**config.mk**
```make
export PLATFORM = sky130hd
export DESIGN_NAME = cube_line_raster_flat
export DESIGN_NICKNAME = d
export VERILOG_FILES = /design/src/rtl/cube_pkg.sv /design/src/rtl/cube_line_raster_if.sv /design/src/rtl/line_stepper.sv /design/src/rtl/cube_line_raster.sv /design/src/flat_wrapper.sv
export SDC_FILE = /design/constraint.sdc
export NUM_CORES = 1
export LEC_CHECK = 0
export BUFFER_PORTS_ARGS = -buffer_cell sky130_fd_sc_hd__buf_4
export CORE_ASPECT_RATIO = 1.25
export CORE_MARGIN = 10
export CORE_UTILIZATION = 60
export CTS_CLUSTER_SIZE = 40
export DETAILED_ROUTE_END_ITERATION = 12
export GPL_TIMING_DRIVEN = 1
export HOLD_SLACK_MARGIN = 0.15
export PLACE_DENSITY = 0.8
export SLEW_MARGIN = 10
export SYNTH_ARGS = -nofsm -noshare
export SYNTH_HDL_FRONTEND = slang
export SYNTH_SLANG_ARGS = --single-unit
```
**constraint.sdc**
```tcl
create_clock -name clk -period 5.48 [get_ports clk]
set_clock_uncertainty 0.15 [all_clocks]
set_input_delay 1.37 -clock clk [delete_from_list [all_inputs] [get_ports clk]]
set_output_delay 1.37 -clock clk [all_outputs]
set_load 0.03 [all_outputs]
```
**src/rtl/cube_pkg.sv**
```systemverilog
// Shared types and constants for the cube line rasteriser.
package cube_pkg;

   // Frame walk: fetch a table entry, set up the stepper, draw, advance.
   typedef enum logic [2:0] {
      IDLE,
      FETCH,
      SETUP,
      DRAW,
      NEXT,
      DONE
   } state_t;

   // A cube has 12 edges.
   localparam int NUM_LINES_DEF = 12;

   // Extra bits on top of the coordinate width for the signed Bresenham terms.
   // One bit is for the sign and one is so |x1-x0| + |y1-y0| cannot overflow.
   localparam int STEP_HEADROOM = 2;

endpackage

```
**src/rtl/cube_line_raster_if.sv**
```systemverilog
// Line-table and pixel-write bus between the rasteriser and its surroundings.
interface cube_line_raster_if #(
   parameter int XY_BITW = 16,
   parameter int LINEW   = 4,
   parameter int COLORW  = 3
) ();

   // Line table: the index goes out, and the endpoints come back combinationally.
   logic [LINEW-1:0]   line_id;
   logic [XY_BITW-1:0] seg_x0;
   logic [XY_BITW-1:0] seg_y0;
   logic [XY_BITW-1:0] seg_x1;
   logic [XY_BITW-1:0] seg_y1;
   logic [COLORW-1:0]  seg_color;

   // Pixel write port with a valid/ready handshake.
   logic               pix_valid;
   logic               pix_ready;
   logic [XY_BITW-1:0] pix_x;
   logic [XY_BITW-1:0] pix_y;
   logic [COLORW-1:0]  pix_color;

   modport master (
      output line_id,
      input  seg_x0, seg_y0, seg_x1, seg_y1, seg_color,
      output pix_valid, pix_x, pix_y, pix_color,
      input  pix_ready
   );

   modport slave (
      input  line_id,
      output seg_x0, seg_y0, seg_x1, seg_y1, seg_color,
      input  pix_valid, pix_x, pix_y, pix_color,
      output pix_ready
   );

endinterface

```
**src/rtl/line_stepper.sv**
```systemverilog
// Bresenham datapath for one line: initialise from the endpoints, step one
// pixel per accepted write, and flag when the current pixel is the far end.
module line_stepper
   import cube_pkg::*;
#(
   parameter int XY_BITW = 16
) (
   input  logic               clk,
   input  logic               rst,
   input  logic               init,
   input  logic               step,
   input  logic [XY_BITW-1:0] x0,
   input  logic [XY_BITW-1:0] y0,
   input  logic [XY_BITW-1:0] x1,
   input  logic [XY_BITW-1:0] y1,
   output logic [XY_BITW-1:0] cur_x,
   output logic [XY_BITW-1:0] cur_y,
   output logic               at_end
);

   localparam int SW = XY_BITW + STEP_HEADROOM;
   // 2*err needs one more bit than err itself.
   localparam int EW = SW + 1;
   localparam logic [XY_BITW-1:0] ONE = XY_BITW'(1);

   typedef logic signed [SW-1:0] sw_t;

   sw_t               dx, dy, err;
   logic              sx_neg, sy_neg;
   sw_t               x0s, y0s, x1s, y1s;
   sw_t               adx, ady, err_n;
   logic signed [EW-1:0] e2;
   logic              x_go, y_go;

   // Setup terms from the unsigned endpoints, and the next Bresenham step.
   always_comb begin
      x0s   = $signed({{STEP_HEADROOM{1'b0}}, x0});
      y0s   = $signed({{STEP_HEADROOM{1'b0}}, y0});
      x1s   = $signed({{STEP_HEADROOM{1'b0}}, x1});
      y1s   = $signed({{STEP_HEADROOM{1'b0}}, y1});
      adx   = (x1s >= x0s) ? (x1s - x0s) : (x0s - x1s);
      ady   = (y1s >= y0s) ? (y1s - y0s) : (y0s - y1s);
      e2    = $signed({err, 1'b0});
      // Both decisions use the same e2, so a diagonal step moves x and y
      // together.
      x_go  = (e2 >= EW'(dy));
      y_go  = (e2 <= EW'(dx));
      err_n = err;
      if (x_go) err_n = err_n + dy;
      if (y_go) err_n = err_n + dx;
   end

   // Stepper registers: load on init, and advance one pixel on step.
   always_ff @(posedge clk or negedge rst) begin
      if (!rst) begin
         dx     <= '0;
         dy     <= '0;
         err    <= '0;
         sx_neg <= 1'b0;
         sy_neg <= 1'b0;
         cur_x  <= '0;
         cur_y  <= '0;
      end else if (init) begin
         dx     <= adx;
         dy     <= -ady;
         err    <= adx - ady;
         sx_neg <= !(x0 < x1);
         sy_neg <= !(y0 < y1);
         cur_x  <= x0;
         cur_y  <= y0;
      end else if (step) begin
         err <= err_n;
         if (x_go) cur_x <= sx_neg ? (cur_x - ONE) : (cur_x + ONE);
         if (y_go) cur_y <= sy_neg ? (cur_y - ONE) : (cur_y + ONE);
      end
   end

   // Endpoints are inclusive, so the far end is itself a pixel to emit.
   assign at_end = (cur_x == x1) && (cur_y == y1);

endmodule

```
**src/rtl/cube_line_raster.sv**
```systemverilog
// Walks a line table (external, addressed by line_id) and rasterises each
// entry through a Bresenham stepper onto a valid/ready pixel port.
module cube_line_raster
   import cube_pkg::*;
#(
   parameter int XY_BITW   = 16,
   parameter int LINEW     = 4,
   parameter int COLORW    = 3,
   parameter int NUM_LINES = NUM_LINES_DEF
) (
   input  logic               clk,
   input  logic               rst,
   input  logic               start,
   input  logic [XY_BITW-1:0] org_x,
   input  logic [XY_BITW-1:0] org_y,
   cube_line_raster_if.master bus,
   output logic               busy,
   output logic               done
);

   state_t             state, state_nxt;
   logic [LINEW-1:0]   line_id_q;
   logic [XY_BITW-1:0] x0_q, y0_q, x1_q, y1_q;
   logic [COLORW-1:0]  color_q;
   logic [XY_BITW-1:0] cur_x, cur_y;
   logic               at_end;
   logic               in_draw, hs, last_line;

   assign in_draw   = (state == DRAW);
   assign hs        = in_draw && bus.pix_ready;
   assign last_line = (line_id_q == LINEW'(NUM_LINES - 1));

   // State register.
   always_ff @(posedge clk or negedge rst) begin
      if (!rst) state <= IDLE;
      else      state <= state_nxt;
   end

   // Next state and status outputs. start only counts in IDLE.
   always_comb begin
      state_nxt = state;
      busy      = 1'b0;
      done      = 1'b0;
      unique case (state)
         IDLE:  if (start) state_nxt = FETCH;
         FETCH: begin
            busy      = 1'b1;
            state_nxt = SETUP;
         end
         SETUP: begin
            busy      = 1'b1;
            state_nxt = DRAW;
         end
         DRAW: begin
            busy = 1'b1;
            if (hs && at_end) state_nxt = NEXT;
         end
         NEXT: begin
            busy      = 1'b1;
            state_nxt = last_line ? DONE : FETCH;
         end
         DONE: begin
            done      = 1'b1;
            state_nxt = IDLE;
         end
         default: state_nxt = IDLE;
      endcase
   end

   // Line index and latched table entry. The table answers for the line_id
   // that is already held, so FETCH only has to capture its outputs.
   always_ff @(posedge clk or negedge rst) begin
      if (!rst) begin
         line_id_q <= '0;
         x0_q      <= '0;
         y0_q      <= '0;
         x1_q      <= '0;
         y1_q      <= '0;
         color_q   <= '0;
      end else begin
         if (state == IDLE && start)
            line_id_q <= '0;
         else if (state == NEXT && !last_line)
            line_id_q <= line_id_q + LINEW'(1);
         if (state == FETCH) begin
            x0_q    <= bus.seg_x0;
            y0_q    <= bus.seg_y0;
            x1_q    <= bus.seg_x1;
            y1_q    <= bus.seg_y1;
            color_q <= bus.seg_color;
         end
      end
   end

   line_stepper #(
      .XY_BITW (XY_BITW)
   ) u_step (
      .clk    (clk),
      .rst    (rst),
      .init   (state == SETUP),
      .step   (hs && !at_end),
      .x0     (x0_q),
      .y0     (y0_q),
      .x1     (x1_q),
      .y1     (y1_q),
      .cur_x  (cur_x),
      .cur_y  (cur_y),
      .at_end (at_end)
   );

   // The pixel port is decoded from registered state. While a write is
   // stalled, nothing below changes, so the write holds steady. Outside DRAW
   // the port is zeroed, so a reset or an idle state leaves no residue from
   // org_x or org_y.
   assign bus.line_id   = line_id_q;
   assign bus.pix_valid = in_draw;
   assign bus.pix_x     = in_draw ? (cur_x + org_x) : '0;
   assign bus.pix_y     = in_draw ? (cur_y + org_y) : '0;
   assign bus.pix_color = in_draw ? color_q : '0;

endmodule

```
**src/flat_wrapper.sv**
```systemverilog
// flat-port wrapper written by rule: the top's interface ports become plain ports
module cube_line_raster_flat import cube_pkg::*;
#(
   parameter int XY_BITW   = 16,
   parameter int LINEW     = 4,
   parameter int COLORW    = 3,
   parameter int NUM_LINES = NUM_LINES_DEF
)
  (clk, rst, start, org_x, org_y, busy, done, bus_line_id, bus_seg_x0, bus_seg_y0, bus_seg_x1, bus_seg_y1, bus_seg_color, bus_pix_valid, bus_pix_x, bus_pix_y, bus_pix_color, bus_pix_ready);
  cube_line_raster_if #(.XY_BITW(XY_BITW), .LINEW(LINEW), .COLORW(COLORW)) bus_i ();
  input  logic clk;
  input  logic rst;
  input  logic start;
  input  logic [XY_BITW-1:0] org_x;
  input  logic [XY_BITW-1:0] org_y;
  output logic busy;
  output logic done;
  output wire logic [$bits(bus_i.line_id)-1:0] bus_line_id;
  input wire logic [$bits(bus_i.seg_x0)-1:0] bus_seg_x0;
  input wire logic [$bits(bus_i.seg_y0)-1:0] bus_seg_y0;
  input wire logic [$bits(bus_i.seg_x1)-1:0] bus_seg_x1;
  input wire logic [$bits(bus_i.seg_y1)-1:0] bus_seg_y1;
  input wire logic [$bits(bus_i.seg_color)-1:0] bus_seg_color;
  output wire logic [$bits(bus_i.pix_valid)-1:0] bus_pix_valid;
  output wire logic [$bits(bus_i.pix_x)-1:0] bus_pix_x;
  output wire logic [$bits(bus_i.pix_y)-1:0] bus_pix_y;
  output wire logic [$bits(bus_i.pix_color)-1:0] bus_pix_color;
  input wire logic [$bits(bus_i.pix_ready)-1:0] bus_pix_ready;
  assign bus_line_id = bus_i.line_id;
  assign bus_i.seg_x0 = bus_seg_x0;
  assign bus_i.seg_y0 = bus_seg_y0;
  assign bus_i.seg_x1 = bus_seg_x1;
  assign bus_i.seg_y1 = bus_seg_y1;
  assign bus_i.seg_color = bus_seg_color;
  assign bus_pix_valid = bus_i.pix_valid;
  assign bus_pix_x = bus_i.pix_x;
  assign bus_pix_y = bus_i.pix_y;
  assign bus_pix_color = bus_i.pix_color;
  assign bus_i.pix_ready = bus_pix_ready;
  cube_line_raster #(.XY_BITW(XY_BITW), .LINEW(LINEW), .COLORW(COLORW), .NUM_LINES(NUM_LINES)) u_core (.clk(clk), .rst(rst), .start(start), .org_x(org_x), .org_y(org_y), .bus(bus_i), .busy(busy), .done(done));
endmodule
```
Word level (Yosys, flattened, before mapping)
Index checks and enable logic that the tools add are counted.
W data, S select, Z words.
Storage, ports and cells
  output and inout port bits: 42
  logic and storage cells: 89
  bits in registers: 162
  input port bits: 103
Cells by class
  reductions and logical operators: 19
  $lt $le $gt $ge: 6
  equal/unequal tests: 10
  $add $sub $neg: 15
  muxes and demuxes: 25
Operator list (count)
  $mux W16: 10
  $mux W18: 6
  $sub A16 B16 Y17: 4
  $add A18 B18 Y18: 2
  $add A16 B1 Y16 const B: 2
  $add A16 B16 Y16: 2
  $eq A16 B16 Y1: 2
  $ge A16 B16 Y1: 2
  $lt A16 B16 Y1: 2
  $sub A16 B1 Y16 const B: 2
  $ge A19 B18 Y1: 1
  $le A19 B18 Y1: 1
  $neg A18 Y18: 1
  $sub A18 B18 Y18: 1
  $pmux W3 S5: 1
  $mux W3: 4
  $mux W4: 2
  $reduce_bool A2 Y1: 4
  $eq A3 B2 Y1 const B: 2
  $eq A3 B3 Y1 const B: 2
  $logic_and A1 B1 Y1: 6
  $reduce_and A2 Y1: 3
  $add A4 B1 Y4 const B: 1
  $eq A4 B4 Y1 const B: 1
  other kinds (6): 11

Longest topological paths before layout
Gate-level depths: netlist of run 1.
  depth in word-level cells: 6
  gate-level depth with buffers: 23
  depth with buffers taken out: 22

Hierarchy
Synthesis of run 1 repeated with hierarchy kept, for this count alone.
Unflattened totals
  cells, all modules: 1995
  area total of the unflattened synthesis: 17031.3 µm²
Modules (own cells, without submodules)
  line_stepper: sequential area each 2177.1 µm², area each 12637.1 µm², instances 1, cells each 1594
  cube_line_raster: sequential area each 1851.8 µm², area each 4394.2 µm², instances 1, cells each 401

Worst setup path before layout of run 1
No wires, ideal clock.
  kind: input to output
  from: in org_x[0]
  to: out bus_pix_x[14]
  path slack: 243 ps
  buffers on the path: 0
  data arrival time: 3717 ps
  required time: 3960 ps
  stages: 12
  path through: ha_1 -> fa_1 -> a21o_1 -> a21oi_1 -> o21bai_1 -> a21oi_1 -> o21bai_1 -> a41oi_1 -> a21oi_1 -> a31oi_1 -> xor2_1 -> nor2_1
On the way
  longest elaborated chain between the ends: 2
Ends and longest elaborated chain
  start, declared: RTL line flat_wrapper.sv:14  | input logic [XY_BITW-1:0] org_x;
  $add A16 B16 Y16: RTL line cube_line_raster.sv:117  | assign bus.pix_x = in_draw ? (cur_x + org_x) : '0;
  $mux W16: RTL line cube_line_raster.sv:117
  end, declared: RTL line flat_wrapper.sv:25  | output wire logic [$bits(bus_i.pix_x)-1:0] bus_pix_x;
No other way between the ends.

Worst setup path in the final report of run 1
  from: in org_y[0]
  to: out bus_pix_y[14]
On the way
  longest elaborated chain between the ends: 2
Ends and longest elaborated chain
  start, declared: RTL line flat_wrapper.sv:15  | input logic [XY_BITW-1:0] org_y;
  $add A16 B16 Y16: RTL line cube_line_raster.sv:118  | assign bus.pix_y = in_draw ? (cur_y + org_y) : '0;
  $mux W16: RTL line cube_line_raster.sv:118
  end, declared: RTL line flat_wrapper.sv:26  | output wire logic [$bits(bus_i.pix_y)-1:0] bus_pix_y;
No other way between the ends.

==> metrics.md, run 1 <==
| Metric | Value |
|---|---|
| Hold path startpoint | `u_core.u_step.dy[17]$_DFFE_PN0P_` |
| Synth area leaders | `dfrtp_1, ha_1, o21ai_0` |
| FP Rows | `67` |
| Final WL | `50300 µm` |
| Initial Utilization | `0.610` |
| Antenna Violating Nets Remaining | `0` |
| GRT Util Overall | `0.283` |
| Synth Cell Area | `16400 µm²` |
| CTS Hold Bufs | `0` |
| GP Congestion | `0.948` |
| CTS tree | `yes` |
| Biggest area consumer among synthesized cells | `dfrtp_1` |
| Distinct cells, synth | `92` |
| DPL Wire Length | `40200 µm` |
| Final Hold Fails | `0` |
| Slew @ Worst Pin | `1010 ps` |
| DRC viols | `0` |
| Die width | `168 µm` |
| Hold Crit Class | `flip-flop to flip-flop` |
| Dpl cells | `2470` |
| Worst VDD drop | `0.000403 V` |
| Via/cell ratio | `6.19` |
| Synth top cells by count | `ha_1, nand2_1, o21ai_0` |
| Root buf cell | `clkbuf_16` |
| Post-Synthesis Cells | `1984` |
| Clock transition at the registers of the reported paths | `70 ps` |
| Slew Viols, Final | `0` |
| Mean Syn Cell Area | `8.27 µm²` |
| Drt first-iter violations | `1044` |
| Port Buffers | `144` |
| Status | `finished clean` |
| Crit. Startpoint | `org_y[0]` |
| Die Y | `205 µm` |
| Fin crit period | `5410 ps` |
| Layout net count | `2471` |
| Placed Area | `18200 µm²` |
| Fmax | `185 MHz` |
| Global route hottest layer | `met2` |
| Non-filler cells, final | `2505` |
| Final setup fails | `0` |
| Met1 Resource Use GR | `0.339` |
| Register area share after synthesis | `0.246` |
| Final Cycle Share | `0.986` |
| Grt met3 use | `0.0479` |
| H-tree depth | `4` |
| M2 GR Usage | `0.481` |
| Largest net degree at the start of global routing | `106` |
| Maximum Capacitance Violations | `0` |
| Cts bufs inserted | `17` |
| Cell with the most instances after synthesis | `ha_1` |
| Max Fanout on Critical Path | `2` |
| Synthesis warning total | `0` |
| Worst skew pair latency | `460 ps` |
| Boundary Pins | `145` |
| Global-route wire length before repair | `79600 µm` |
| Crit path capture type | `output port` |
| DRT Pass-1 Iters | `6` |
| Fill count | `2216` |
| Layout cells sized above 1 | `0.160` |
| Max clock buf depth | `2` |
| Post-synth ARST share | `1.00` |
| EDFF count, synth | `0` |
| Vias in the first global route | `15500` |
| Number of synthesized register bits | `161` |
| Worst r2r src | `u_core.x1_q[1]$_DFFE_PN0P_` |
| Relative slew slack | `0.323` |
| DIE AREA | `34400 µm²` |
| Top FF cell, synth | `dfrtp_1` |
| Pwr per Cell Area | `166 nW/µm²` |
| Core footprint | `26900 µm²` |
| Post-Syn Nets | `2309` |
| P_leak | `9.01 nW` |
| Crit path kind | `input port to output port` |
| WP data required | `3960 ps` |
| Syn-to-layout area delta | `15.3%` |
| WL per Instance | `20.1 µm` |
| Antenna violations before repair | `1` |
| Post-synth top area share | `0.246` |
| Data arrival, critical path | `3890 ps` |
| Sink Count | `161` |
| Startpoint types | `input port` |
| Finished Cell Area | `18900 µm²` |
| Grt ovf | `0` |
| Routed vias | `15500` |
## final cells by class
type / instances / area, µm² / area share
antenna: 1 / 2.50 / 0.000132
clock buffer: 17 / 425 / 0.0225
clock inverter: 15 / 185 / 0.00979
inverter: 150 / 563 / 0.0298
multi-input combinational: 1601 / 11600 / 0.615
sequential: 161 / 4030 / 0.213
tap: 345 / 432 / 0.0228
timing repair buffer: 215 / 1640 / 0.0869
## report_power, final
| part | internal (W) | total, W | switching [W] |
|---|---|---|---|
| registers | 0.00121 | 0.00125 | 0.0000383 |
| logic | 0.000264 | 0.000618 | 0.000354 |
| clock network | 0.000693 | 0.00127 | 0.000577 |
| total | 0.00216 | 0.00313 | 0.000969 |
## per-stage QoR
| step | util | total power, W | hold WS (ps) | setup TNS, ps | worst slack [ps] |
|---|---|---|---|---|---|
| after global placement | 0.675 | 0.00185 | 319 | 0 | 64.0 |
| after global routing | 0.703 | 0.00324 | 385 | -99.8 | -71.2 |
| final | 0.703 | 0.00313 | 348 | 0 | 74.5 |
| after detailed placement | 0.675 | 0.00187 | 333 | -3.46 | -3.46 |
| after CTS | 0.698 | 0.00314 | 348 | 0 | 3.58 |
| after floorplan | - | 0.00162 | 299 | 0 | 243 |
## registers in the layout, indices dropped and copies added, names as in the netlist
register              flops
u_core.u_step.dy         18
u_core.u_step.err        18
u_core.u_step.dx         17
u_core.u_step.cur_x      16
u_core.u_step.cur_y      16
u_core.x0_q              16
u_core.x1_q              16
u_core.y0_q              16
u_core.y1_q              16
u_core.bus.line_id        4
u_core.color_q            3
u_core.state              3
u_core.u_step.sx_neg      1
u_core.u_step.sy_neg      1
## cell families after synthesis
logic type / share of synthesized area
AOI/OAI and AO/OA: 0.230
and+or+nand+nor: 0.176
muxes: 0.0364
DFF: 0.246
buffers and inverters: 0.0541
adders and majority gates: 0.174
xor gates and xnor gates: 0.0834
## final timing paths
check                                                            to  slack (ps)  cells past startpoint
worst max-delay path                                  bus_pix_y[14]          70                     14
worst min-delay path               u_core.u_step.dy[17]$_DFFE_PN0P_         350                      2
worst max register to register    u_core.u_step.err[10]$_DFFE_PN0P_          80                     21
worst min register to register     u_core.u_step.dy[17]$_DFFE_PN0P_         350                      2
max in group asynchronous          u_core.u_step.dx[13]$_DFFE_PN0P_        3380                      2
min in group asynchronous       u_core.u_step.cur_y[14]$_DFFE_PN0P_         880                      1
## layout by cell type (no fill, tap or decap), types with 12 or more instances in the layout
cell type	synthesis	final
o211ai_1	19	19
xnor2_1	62	61
inv_1	150	149
clkbuf_16	0	17
xor2_1	85	85
mux2_2	26	26
buf_4	6	212
nand2b_1	19	19
mux2i_1	29	29
ha_1	211	210
and2_1	17	17
o21ai_0	166	162
nand2_1	193	193
nand3_1	44	44
o21ai_1	8	12
o21a_1	16	16
nor2_1	131	130
and3_1	16	16
a211oi_1	21	18
or2_2	15	15
or3_1	24	23
o21bai_1	16	16
nand4_1	20	20
a22oi_1	16	16
o31ai_1	15	14
nor2b_1	28	28
a21o_1	64	64
nor3_1	41	39
a21oi_1	122	117
dfrtp_1	161	160
a31oi_1	12	12
## critical path, cell delays in order
cell and delay [ps]:
buf_4 110, ha_1 210, fa_1 410, a21o_1 210, a21oi_2 180, o21bai_1 80, a21oi_1 190, o21bai_1 110
a41oi_2 240, a21oi_1 130, a31oi_1 210, xor2_1 170, nor2_1 60, buf_4 180
## timing repair
action | 4_1_cts | 5_1_grt
setup endpoints to repair | 2 | 10
resized for setup | 2 | 25
setup buffers | 0 | 2
hold endpoints to repair | 0 | 0
pin swaps | 0 | 5
## routing by layer
layer	part of all wire	vias to the layer above
li1	-	7438
met1	0.41	7395
met2	0.49	538
met3	0.056	123
met4	0.046	0
met5	0	-
(Power assumes the default switching activity.)
==> run 2: changes to the inputs <==
--- a/config.mk
+++ b/config.mk
@@ -13,7 +13,8 @@
 export DETAILED_ROUTE_END_ITERATION = 12
 export GPL_TIMING_DRIVEN = 1
 export HOLD_SLACK_MARGIN = 0.15
-export PLACE_DENSITY = 0.8
+export PLACE_DENSITY = 0.85
+export RECOVER_POWER = 100
 export SLEW_MARGIN = 10
 export SYNTH_ARGS = -nofsm -noshare
 export SYNTH_HDL_FRONTEND = slang
==> metrics.md, run 2 (same netlist as run 1, synthesis figures left out) <==
| Metric | Value |
|---|---|
| Final WL | `48900 µm (-2.7%)` |
| Vias in the first global route | `15600 (+0.93%)` |
| FP Rows | `67 (unchanged)` |
| Port Buffers | `144 (unchanged)` |
| GP Congestion | `0.948 (unchanged)` |
| Cts bufs inserted | `17 (unchanged)` |
| Setup Slack @ Placement | `-53.1 ps (-49.6 ps)` |
| Syn-to-layout area delta | `12.9%` |
| Final Hold Fails | `0 (unchanged)` |
| Core footprint | `26900 µm² (unchanged)` |
| Dpl cells | `2446 (-0.97%)` |
| Status | `complete, but fails checks` |
| Max Fanout on Critical Path | `2 (unchanged)` |
| Sw Share | `0.312 (+0.00273)` |
| GRT Util Overall | `0.276 (-0.00719)` |
| Reg power frac | `0.412 (+0.014)` |
| Data arrival, critical path | `3860 ps (-30 ps)` |
| Layout cells sized above 1 | `0.135 (-0.0248)` |
| WP data required | `3960 ps (about the same)` |
| Slew @ Worst Pin | `2560 ps (+1550 ps)` |
| Commonest non-fill, non-tap cell in the layout | `ha_1` |
| WL per Instance | `19.7 µm (-2.0%)` |
| Maximum Capacitance Violations | `4 (+4)` |
| Core Util, Final | `0.689 (-0.0142)` |
| Final worst slack | `99.8 ps (+25.3 ps)` |
| Combinational fraction of design power | `0.192 (-0.005)` |
| Sink Count | `161 (unchanged)` |
| Clock share of power | `0.396 (-0.009)` |
| Final setup fails | `0 (unchanged)` |
| DPL Wire Length | `38700 µm (-3.8%)` |
| Violated checks | `max-capacitance violations, max-slew violations` |
| Pwr per Cell Area | `163 nW/µm² (-1.6%)` |
| Initial Utilization | `0.610 (unchanged)` |
| Antenna violations before repair | `0 (-1)` |
| Diode count | `0 (-1)` |
| Most frequent cells in the layout | `ha_1, nand2_1, o21ai_0, buf_4, dfrtp_1` |
| Die width | `168 µm (unchanged)` |
| Slew Viols, Final | `298 (+298)` |
| Crit path capture type | `output port` |
| Routed vias | `15600 (+0.56%)` |
| Drt first-iter violations | `1240 (+19%)` |
| Clock transition at the registers of the reported paths | `70 ps (about the same)` |
| DRC viols | `0 (unchanged)` |
| Hold Crit Class | `flip-flop to flip-flop` |
| M2 GR Usage | `0.471 (-0.00972)` |
| Antenna Violating Nets Remaining | `0 (unchanged)` |
| H-tree depth | `4 (unchanged)` |
| Biggest regs | `u_core.u_step.dy: 18 flops, u_core.u_step.err: 18 flops, u_core.u_step.dx: 17 flops` |
| CTS Hold Bufs | `0 (unchanged)` |
| Root buf cell | `clkbuf_16` |
| Max clock buf depth | `2 (unchanged)` |
| CTS tree | `yes` |
| Worst VDD drop | `0.000375 V (-7.1%)` |
| DRT Pass-1 Iters | `5 (-1)` |
| Fmax | `186 MHz (+0.47%)` |
| Grt met3 use | `0.0523 (+0.00441)` |
| Global-route wire length before repair | `78300 µm (-1.6%)` |
| Boundary Pins | `145 (unchanged)` |
| Final Cycle Share | `0.982 (-0.00462)` |
| Layout net count | `2453 (-0.73%)` |
| Via/cell ratio | `6.27 (+1.3%)` |
| DIE AREA | `34400 µm² (unchanged)` |
| Crit path kind | `input port to output port` |
| Relative slew slack | `-0.708 (-1.03)` |
| Global route hottest layer | `met2` |
| P_leak | `8.76 nW (-2.8%)` |
| Startpoint types | `input port` |
| Sw Pwr | `0.000942 W (-2.7%)` |
| Grt ovf | `0 (unchanged)` |
| Worst skew pair latency | `460 ps (about the same)` |
| Internal Power | `0.00208 W (-4.0%)` |
| Hold_ws | `354 ps (+5.62 ps)` |
| Non-filler cells, final | `2486 (-0.76%)` |
| Met1 Resource Use GR | `0.325 (-0.0137)` |
| Die Y | `205 µm (unchanged)` |
| Largest net degree at the start of global routing | `86 (-19%)` |
| Post-Route Setup TNS | `0 ps (unchanged)` |
| Fin crit period | `5380 ps (-25.3 ps)` |
run 2: final cells by class:
class                      instances  area, µm²
clock buffer                      18        429
clock inverter                    14        130
fill                            2137       8380
timing repair buffer             197       1370
inverter                         150        563
tap                              345        432
sequential                       161       4030
multi-input combinational       1601      11600
run 2: worst max-delay path: stages:
cell	delay [ps]
buf_4	110
ha_1	210
fa_2	360
a21o_1	180
a21oi_2	170
o21bai_1	100
a21oi_2	180
o21bai_1	110
a41oi_2	240
a21oi_1	130
a31oi_1	260
xor2_1	200
nor2_1	60
buf_4	180
run 2: layer usage:
metal | routed length (µm) | vias up | part of all wire
met3 | 3230 | 118 | 0.066
met1 | 19700 | 7442 | 0.40
li1 | - | 7409 | -
met2 | 23800 | 611 | 0.49
met4 | 2260 | 0 | 0.046
met5 | 0 | - | 0
run 2: final timing paths:
| kind | cells past startpoint | from | slack [ps] | to |
|---|---|---|---|---|
| worst max-delay path | 14 | org_y[0] | 100 | bus_pix_y[14] |
| worst min-delay path | 2 | u_core.u_step.dy[17]$_DFFE_PN0P_ | 350 | u_core.u_step.dy[17]$_DFFE_PN0P_ |
| worst min register to register | 2 | u_core.u_step.dy[17]$_DFFE_PN0P_ | 350 | u_core.u_step.dy[17]$_DFFE_PN0P_ |
| min in group asynchronous | 1 | rst | 1330 | u_core.u_step.cur_y[13]$_DFFE_PN0P_ |
| max in group asynchronous | 2 | rst | 860 | u_core.u_step.cur_x[11]$_DFFE_PN0P_ |
| worst max register to register | 21 | u_core.x0_q[1]$_DFFE_PN0P_ | 150 | u_core.u_step.err[17]$_DFFE_PN0P_ |
run 2: repair_timing:
item                                   in CTS  in global routing
setup endpoints to repair                   1                 12
endpoints found under the hold margin       0                  0
resized for setup                           2                 31
pin swaps                                   1                 14
setup buffers                               0                  8
run 2: metrics by stage:
step | area [µm²] | power, W
floorplan | 16400 | 0.00162
global placement | 18000 | 0.00185
detailed placement | 18000 | 0.00186
CTS | 18500 | 0.00304
global route | 18500 | 0.00313
finish | 18500 | 0.00302
run 2: power groups by stage:
stage          clock, W  sequential, W  combinational (W)
6_report        0.00120        0.00124           0.000581
5_1_grt         0.00124        0.00125           0.000641
4_1_cts         0.00119        0.00124           0.000607
3_5_place_dp          0        0.00127           0.000599
3_3_place_gp          0        0.00126           0.000587
2_1_floorplan         0        0.00126           0.000361
